<file path="config.mk">
export PLATFORM = sky130hd
export DESIGN_NAME = bit_order_deserializer
export DESIGN_NICKNAME = d
export VERILOG_FILES = /design/src/rtl/bit_order_pkg.sv /design/src/rtl/bit_index_map.sv /design/src/rtl/bit_order_deserializer.sv
export SDC_FILE = /design/constraint.sdc
export NUM_CORES = 1
export LEC_CHECK = 0
export ABC_AREA = 1
export CORE_ASPECT_RATIO = 0.8
export CORE_UTILIZATION = 36
export CTS_BUF_LIST = sky130_fd_sc_hd__clkbuf_8
export DETAILED_ROUTE_END_ITERATION = 10
export DONT_BUFFER_PORTS = 1
export PLACE_DENSITY = 0.53
export SLEW_MARGIN = 20
export SYNTH_ARGS = -nofsm -noshare
export SYNTH_HDL_FRONTEND = slang
export SYNTH_SLANG_ARGS = --single-unit
</file>
<file path="constraint.sdc">
create_clock -name clk -period 2.45 [get_ports clk]
set_clock_uncertainty 0.2 [all_clocks]
set_input_delay 0.49 -clock clk [delete_from_list [all_inputs] [get_ports clk]]
set_output_delay 0.49 -clock clk [all_outputs]
set_load 0.01 [all_outputs]
</file>
<file path="src/rtl/bit_order_pkg.sv">
// ============================================================================
//  Module      : bit_order_pkg
//  Description : Shared types and constants for the serial bit-order
//                deserializer (FSM state encoding, placement-order codes,
//                bit-counter width helper).
//  Revision    : 1.0 - initial release
// ============================================================================
`default_nettype none

package bit_order_pkg;

    // Receive FSM states; PARITY is only reachable when the parity build is enabled
    typedef enum logic [1:0] {
        ST_IDLE   = 2'd0,
        ST_SHIFT  = 2'd1,
        ST_PARITY = 2'd2
    } state_t;

    // Placement order codes for the msb_first control
    localparam logic LSB_FIRST = 1'b0;
    localparam logic MSB_FIRST = 1'b1;

    // Bit counter width: must hold the values 0..WIDTH
    function automatic int cnt_width(input int width);
        return $clog2(width + 1);
    endfunction

endpackage : bit_order_pkg

`default_nettype wire

</file>
<file path="src/rtl/bit_index_map.sv">
// ============================================================================
//  Module      : bit_index_map
//  Description : Combinational map from the in-frame bit position (time order)
//                and the frame's placement order to the target word bit index.
//  Revision    : 1.0 - initial release
// ============================================================================
`default_nettype none

module bit_index_map
    import bit_order_pkg::*;
#(
    parameter int WIDTH = 4,
    parameter int CNT_W = cnt_width(WIDTH)
)
(
    input  logic [CNT_W-1:0] i_cnt,
    input  logic             i_msb_first,
    output logic [CNT_W-1:0] o_idx
);

    localparam logic [CNT_W-1:0] c_LAST_IDX = CNT_W'(WIDTH - 1);

    // MSB-first frames fill the word from the top down
    always_comb begin
        if (i_msb_first == MSB_FIRST) begin
            o_idx = c_LAST_IDX - i_cnt;
        end else begin
            o_idx = i_cnt;
        end
    end

endmodule : bit_index_map

`default_nettype wire

</file>
<file path="src/rtl/bit_order_deserializer.sv">
// ============================================================================
//  Module      : bit_order_deserializer
//  Description : Assembles a serial bit stream into WIDTH-bit words, placed
//                LSB-first or MSB-first per frame, with a one-deep valid/ready
//                output buffer and an overrun pulse on dropped words.
//                Optional feature macro: BIT_ORDER_PARITY_EN (adds a trailing
//                even-parity bit per frame and drives parity_err).
//  Revision    : 1.0 - initial release
// ============================================================================
`default_nettype none

module bit_order_deserializer
    import bit_order_pkg::*;
#(
    parameter int WIDTH = 4
)
(
    input  logic             clk,
    input  logic             rst_n,
    input  logic             ser_valid,
    input  logic             ser_data,
    input  logic             ser_start,
    input  logic             msb_first,
    output logic             out_valid,
    input  logic             out_ready,
    output logic [WIDTH-1:0] out_data,
    output logic             overrun,
    output logic             parity_err
);

    localparam int               CNT_W      = cnt_width(WIDTH);
    localparam logic [CNT_W-1:0] c_LAST_IDX = CNT_W'(WIDTH - 1);

    state_t             r_state;
    state_t             w_state_nxt;
    logic [CNT_W-1:0]   r_cnt;
    logic [WIDTH-1:0]   r_shift;
    logic               r_msb;
    logic               r_out_valid;
    logic [WIDTH-1:0]   r_out_data;
    logic               r_overrun;

    logic               w_start;
    logic               w_bit;
    logic               w_capture;
    logic               w_complete;
    logic [CNT_W-1:0]   w_map_cnt;
    logic               w_map_msb;
    logic [CNT_W-1:0]   w_bit_idx;
    logic [WIDTH-1:0]   w_shift_nxt;
    logic [WIDTH-1:0]   w_word;

    // A qualified start restarts the frame from any state; other valid bits are data
    assign w_start = ser_valid && ser_start;
    assign w_bit   = ser_valid && !ser_start;

    // A start bit is always bit 0 and uses the freshly sampled order
    assign w_map_cnt = w_start ? '0 : r_cnt;
    assign w_map_msb = w_start ? msb_first : r_msb;

    bit_index_map #(
        .WIDTH (WIDTH),
        .CNT_W (CNT_W)
    ) u_bit_index_map (
        .i_cnt       (w_map_cnt),
        .i_msb_first (w_map_msb),
        .o_idx       (w_bit_idx)
    );

    // State register
    always_ff @(posedge clk or negedge rst_n) begin
        if (!rst_n) begin
            r_state <= ST_IDLE;
        end else begin
            r_state <= w_state_nxt;
        end
    end

    // Next-state logic
    always_comb begin
        w_state_nxt = r_state;
        case (r_state)
            ST_IDLE: begin
                if (w_start) w_state_nxt = ST_SHIFT;
            end
            ST_SHIFT: begin
                if (w_start) begin
                    w_state_nxt = ST_SHIFT;
                end else if (w_bit && (r_cnt == c_LAST_IDX)) begin
`ifdef BIT_ORDER_PARITY_EN
                    w_state_nxt = ST_PARITY;
`else
                    w_state_nxt = ST_IDLE;
`endif
                end
            end
            ST_PARITY: begin
                if (w_start) begin
                    w_state_nxt = ST_SHIFT;
                end else if (w_bit) begin
                    w_state_nxt = ST_IDLE;
                end
            end
            default: w_state_nxt = ST_IDLE;
        endcase
    end

    // FSM outputs: when to store a data bit and when a frame completes
    always_comb begin
        w_capture = w_start || (w_bit && (r_state == ST_SHIFT));
`ifdef BIT_ORDER_PARITY_EN
        w_complete = w_bit && (r_state == ST_PARITY);
`else
        w_complete = w_bit && (r_state == ST_SHIFT) && (r_cnt == c_LAST_IDX);
`endif
    end

    // Shift register with the incoming bit dropped into its mapped position
    always_comb begin
        w_shift_nxt = w_start ? '0 : r_shift;
        for (int k = 0; k < WIDTH; k++) begin
            if (w_bit_idx == CNT_W'(k)) w_shift_nxt[k] = ser_data;
        end
    end

    // Without parity the word completes on its last data bit, so bypass the register
`ifdef BIT_ORDER_PARITY_EN
    assign w_word = r_shift;
`else
    assign w_word = w_shift_nxt;
`endif

    // Frame assembly: shift register, bit counter and latched order
    always_ff @(posedge clk or negedge rst_n) begin
        if (!rst_n) begin
            r_shift <= '0;
            r_cnt   <= '0;
            r_msb   <= LSB_FIRST;
        end else if (w_capture) begin
            r_shift <= w_shift_nxt;
            r_cnt   <= w_start ? CNT_W'(1) : r_cnt + CNT_W'(1);
            if (w_start) r_msb <= msb_first;
        end
    end

`ifdef BIT_ORDER_PARITY_EN
    logic r_parity_err;

    // Parity flag is loaded alongside the buffered word
    always_ff @(posedge clk or negedge rst_n) begin
        if (!rst_n) begin
            r_parity_err <= 1'b0;
        end else if (w_complete && (!r_out_valid || out_ready)) begin
            r_parity_err <= (^r_shift) ^ ser_data;
        end
    end

    assign parity_err = r_parity_err;
`else
    assign parity_err = 1'b0;
`endif

    // One-deep output buffer: load when free or draining, otherwise drop and flag
    always_ff @(posedge clk or negedge rst_n) begin
        if (!rst_n) begin
            r_out_valid <= 1'b0;
            r_out_data  <= '0;
            r_overrun   <= 1'b0;
        end else begin
            r_overrun <= 1'b0;
            if (w_complete) begin
                if (!r_out_valid || out_ready) begin
                    r_out_valid <= 1'b1;
                    r_out_data  <= w_word;
                end else begin
                    r_overrun <= 1'b1;
                end
            end else if (r_out_valid && out_ready) begin
                r_out_valid <= 1'b0;
            end
        end
    end

    assign out_valid = r_out_valid;
    assign out_data  = r_out_data;
    assign overrun   = r_overrun;

endmodule : bit_order_deserializer

`default_nettype wire

</file>
* After elaboration in Yosys (flattened, before gate mapping) *
Index checks and enable logic that the tools add are counted.

word-level totals
  flip-flop bits (word level) = 16
  bits in latches = 0
  bits in writable memories = 0
  bits in read-only memories = 0
  output and inout bits = 7
  memories = 0

operators by class
  add/subtract/negate cells = 2
  $mul = 0
  divide/modulo/power cells = 0
  magnitude comparators = 0
  eq/ne operators = 10
  shift operators = 0
  mux-type cells = 20
  bitwise logic cells = 0
  reduce and logical (&&, ||, !) cells = 16

operators with widths
  kind                                                   count
  two-way mux 1 bit                                      10
  two-way mux 2 bit                                      5
  equality test 3 x 2 -> 1 bit, second input constant    3
  two-way mux 3 bit                                      3
  logical AND 1 bit                                      6
  inequality test 3 bit, second input constant           2
  case mux 2 bit (3 select lines)                        1
  two-way mux 4 bit                                      1
  AND reduction 2 bit                                    2
  adder 3 x 1 -> 3 bit, second input constant            1
  equality test 3 x 1 -> 1 bit, second input constant    1
  logical NOT 3 bit                                      1
  AND reduction 3 bit                                    1
  subtractor 2 x 3 -> 3 bit, first input constant        1
  equality test 2 x 1 -> 1 bit, second input constant    1
  equality test 2 bit, second input constant             1
  logical NOT 1 bit                                      2
  logical NOT 2 bit                                      1
  logical OR 1 bit                                       2
  inequality test 2 x 1 -> 1 bit, second input constant  1
  inequality test 2 bit, second input constant           1
  nonzero test 2 bit                                     1

* Longest topological paths before layout *
  word-level depth = 6
  depth in mapped cells = 10
  depth with buffers taken out = 9

* By module *
From an unflattened synthesis, not the netlist that was laid out.

second synthesis, totals
  cell total of the unflattened synthesis = 114
  area total of the unflattened synthesis = 858.3 um^2

modules (own cells, without submodules)
  module                  instances  cells an instance  area each (um^2)
  bit_order_deserializer  1          104                817.0
  bit_index_map           1          10                 41.3

* Worst setup path after synthesis *
OpenSTA, ideal clock, no wires.

  kind = in2reg
  start point = in ser_valid
  end point = reg r_shift[0]
  library setup time = 0.118 ns
  arrival = 1.265 ns
  data required time = 2.132 ns
  slack = 0.867 ns
  stages on the path = 7
  buffers on the path = 1
  path through = nand2_1 > buf_6 > inv_1 > nor2_1 > inv_1 > nand3_1 > nand2_1

on the way
  word-level cells in the longest chain between the ends = 6
  elaborated cells between the ends (all ways) = 11
  those cells by class = add/sub: 1; mux: 5; reduce/logical: 5

RTL lines
  what                       RTL line                       RTL
  start, declared            bit_order_deserializer.sv:20   input logic ser_valid,
  logical AND 1 bit          bit_order_deserializer.sv:54   assign w_start = ser_valid && ser_start;
  two-way mux 3 bit          bit_order_deserializer.sv:58   assign w_map_cnt = w_start ? '0 : r_cnt;
  subtractor 2 x 3 -> 3 bit  bit_index_map.sv:26            o_idx = c_LAST_IDX - i_cnt;
  two-way mux 3 bit          bit_index_map.sv:25            if (i_msb_first == MSB_FIRST) begin
  logical NOT 3 bit          bit_order_deserializer.sv:122  if (w_bit_idx == CNT_W'(k)) w_shift_nxt[k] = ser_data;
  two-way mux 1 bit          bit_order_deserializer.sv:122
  end signal, assigned       bit_order_deserializer.sv:140  r_shift <= w_shift_nxt;
  end, declared              bit_order_deserializer.sv:37   logic [WIDTH-1:0] r_shift;

Parallel ways exist; a longest one is shown, timed or not.
A chain may end at the register's enable or synchronous reset.

* Worst setup path in the final report *
  start point = reg r_cnt[0]
  end point = reg r_out_data[3] (netlist: out_data[3])

on the way
  word-level cells in the longest chain between the ends = 5
  elaborated cells between the ends (all ways) = 8
  those cells by class = add/sub: 1; eq/ne: 2; mux: 3; reduce/logical: 2

RTL lines
  what                          RTL line                       RTL
  start, declared               bit_order_deserializer.sv:36   logic [CNT_W-1:0] r_cnt;
  start signal, assigned        bit_order_deserializer.sv:141  r_cnt <= w_start ? CNT_W'(1) : r_cnt + CNT_W'(1);
  two-way mux 3 bit             bit_order_deserializer.sv:58
  subtractor 2 x 3 -> 3 bit     bit_index_map.sv:26
  two-way mux 3 bit             bit_index_map.sv:25
  equality test 3 x 2 -> 1 bit  bit_order_deserializer.sv:122
  two-way mux 1 bit             bit_order_deserializer.sv:122
  end signal, assigned          bit_order_deserializer.sv:174  r_out_data <= w_word;
  end, declared                 bit_order_deserializer.sv:40   logic [WIDTH-1:0] r_out_data;

Parallel ways exist; a longest one is shown, timed or not.

==> impl_metrics.ini <==
[status]
status = finished clean

[synthesis]
syn-num-nets = 110
synth_top_area_share_pct = 48.8
synth_compound_area_share_pct = 3.90
synthXorXnorAreaFrac_pct = 0
seq_area_frac_synth_pct = 48.8
postSynthCellCount = 101
yosys_warnings = 0
ys_top_cells_by_area = dfrtp_1 49%, nand2_1 20%, nand3_1 9.1%, inv_1 4.4%, nor2_1 3.4%
syn_area_per_cell_um2 = 7.62
synthAdderAreaFrac_pct = 3.25
syn_area_um2 = 769
synth_top_family_by_area = simple AND/OR/NAND/NOR gates
synth-simple-area-share_pct = 36.7
yosysTopAreaCell = dfrtp_1
ys_ff_latch = 15
yosysUniqueCellTypes = 16
synth_mux_area_share_pct = 0

[timing]
hold_viol_final = 0
layout_min_cycle_time_ps = 1660
slew_headroom_pct = 52.4
finalCritPeriodShare_pct = 67.6
slew_viol_final = 0
setup_viol = 0
fmax_mhz = 604
setup-tns-final_ps = 0
rsz0062_at_grt = false
holdWs_ps = 214
worst_pin_slew_ps = 711

[pwr]
p_clk_share_pct = 22.9
power_switching_share_pct = 40.2
power_switching_w = 0.000378
p_int_w = 0.000563
ir_worst_vdd_v = 0.000508
power_density_nw_per_um2 = 1120
pwr-share-comb_pct = 31.9
leakage_nw = 0.454
seqPwrFrac_pct = 45.2

[final_layout]
drive_above_1_share_pct = 5.77
synthToLayoutAreaGrowth_pct = 9.11
final_nets = 114
num_antenna_cells = 0
fillers = 198

[global_route]
grt_pass1_wl_mm = 2.82
grt_max_degree = 16
grt_usage_pct = 17.4
first_global_vias = 636
grt_overflow_total = 0
antenna_found_initial = 0

[worst_setup_path]
startpoint_type = flop
worstPathCellList = ha_1 > ha_1 > nand2_1 > nor2_2 > inv_1 > nand2_1 > nand2_1
cp_common_cell = nand2_1
cp_slowest_cell = dfrtp_1
crit_required_ps = 2400
cp-end-kind = flop
cp_top_family = simple AND/OR/NAND/NOR gates
crit_type = reg -> reg
max_stage_delay_ps = 420
worstPathArrival_ps = 1600
worst-path-buf-inv = 1
path_max_fanout = 5

[placed_design]
io_buffer_count = 0
hpwl_mm = 1.25
place_congestion = 0.803

[die]
initial_core_util_pct = 39.6
die_area_um2 = 2330
core_um2 = 1940
die_w_um = 53.7
fp.dieH_um = 43.4
row_count = 14
ios = 14

[job]
maxCapViolCount = 0

[cts]
path_clk_slew_ps = 70
cts_buffers = 3
htreeDepth = 1
clock-root-buffer = clkbuf_8
insertion_delay_ps = 250
cts_buffer_depth = 2
tritoncts = yes
clock-sinks = 15

[route]
vias = 642
firstDrtPassIters = 4
drt-wirelength-per-cell_um = 12.6
routed_wl_mm = 1.61
drt_iter0_drc = 30
postRouteAntennaNets = 0
drc_errors = 0
via_per_inst = 5.02

[worst_hold_path]
min_path_type = in -> reg
-- flip-flops by register name, indices dropped and copies added, names as in the netlist --
signal,count
r_msb,1
out_valid,1
out_data,4
r_state,1
r_cnt,3
r_shift,4
overrun,1
-- cells in the final DEF (no fill, tap or decap) --
cell type      netlist  final
nand2_1             42     42
o22ai_1              1      1
nand3_2              1      1
nand3_1             14     14
nand4_1              2      2
conb_1               1      1
o21ai_1              2      2
dfrtp_1             15     15
clkbuf_8             0      3
a22o_1               1      1
inv_1                9      9
clkinvlp_4           0      1
nor2_2               1      1
dlygate4sd3_1        0      1
ha_1                 2      2
nor2_1               7      7
o21ai_0              1      1
-- metal layers --
layer / up-vias / part of all wire (%) / routed length (µm) / track usage (%)
met5: - / 0 / 0 / 0
met4: 0 / 0 / 0 / 3.16
met3: 0 / 8.8 / 141 / 8.77
met2: 25 / 40 / 650 / 23.7
met1: 292 / 51 / 819 / 24.9
li1: 325 / - / - / -
-- synth_stat cells --
cell	number
nor2_2	1
a22o_1	1
nand3_1	14
nand3_2	1
o21ai_1	2
o22ai_1	1
buf_6	1
nand2_1	42
ha_1	2
o21ai_0	1
nor2_1	7
buf_4	1
nand4_1	2
dfrtp_1	15
conb_1	1
inv_1	9
-- power groups by stage --
stage	logic [W]	clock network [W]	registers, W
2_1_floorplan	0.000240	0	0.000406
3_3_place_gp	0.000294	0	0.000428
3_5_place_dp	0.000292	0	0.000428
4_1_cts	0.000301	0.000220	0.000423
5_1_grt	0.000355	0.000232	0.000435
6_report	0.000300	0.000215	0.000426
-- kinds of logic (layout without fill, tap and decap cells) --
logic type                 count (synthesis)  in the layout
AOI/OAI and AO/OA                          5              5
adders and majority gates                  2              2
and+or+nand+nor                           67             67
DFF                                       15             15
buffers and inverters                     11             14
other                                      1              1
-- final timing paths --
check / cells after the start / to / slack, ps / startpoint
max reg2reg: 7 / out_data[3] / 790 / r_cnt[0]
min: 3 / overrun / 210 / out_ready
min reg2reg: 2 / r_state[0] / 290 / r_state[0]
max in group asynchronous: 1 / out_data[0] / 1080 / rst_n
min in group asynchronous: 1 / r_msb / 520 / rst_n
max: 7 / out_data[3] / 790 / r_cnt[0]
-- worst reg2reg max path, stage by stage, from the launching register on --
cell and delay [ps]:
dfrtp_1 420, ha_1 180, ha_1 140, nand2_1 120, nor2_2 240, inv_1 130, nand2_1 80, nand2_1 50
-- area by class of cell --
class	instances	area, µm²	share of cell area, %
clock buffers	3	41.3	4.92
inverters	9	33.8	4.02
repair buffers	1	10.0	1.19
well taps	24	30.0	3.58
flip-flops and latches	15	375	44.7
multi-input cells	75	342	40.7
clock inverters	1	7.51	0.894
-- what timing repair did --
action | 4_1_cts | 5_1_grt
gates resized for setup | 0 | 0
hold buffers | 1 | 0
buffers inserted | 0 | 0
hold endpoints to repair | 15 | 0
-- metrics by stage --
| step | cell area [µm²] | util (%) | std cells | total power [W] | setup WS, ps |
|---|---|---|---|---|---|
| finish | 840 | 43.2 | 128 | 0.000941 | 794 |
| global route | 840 | 43.2 | 128 | 0.00102 | 605 |
| CTS | 840 | 43.2 | 128 | 0.000945 | 786 |
| detailed placement | 781 | 40.2 | 123 | 0.000720 | 635 |
| global placement | 781 | 40.2 | 123 | 0.000723 | 675 |
| floorplan | 769 | - | 101 | 0.000646 | 867 |
No activity file was read; power rests on OpenSTA's default activity.
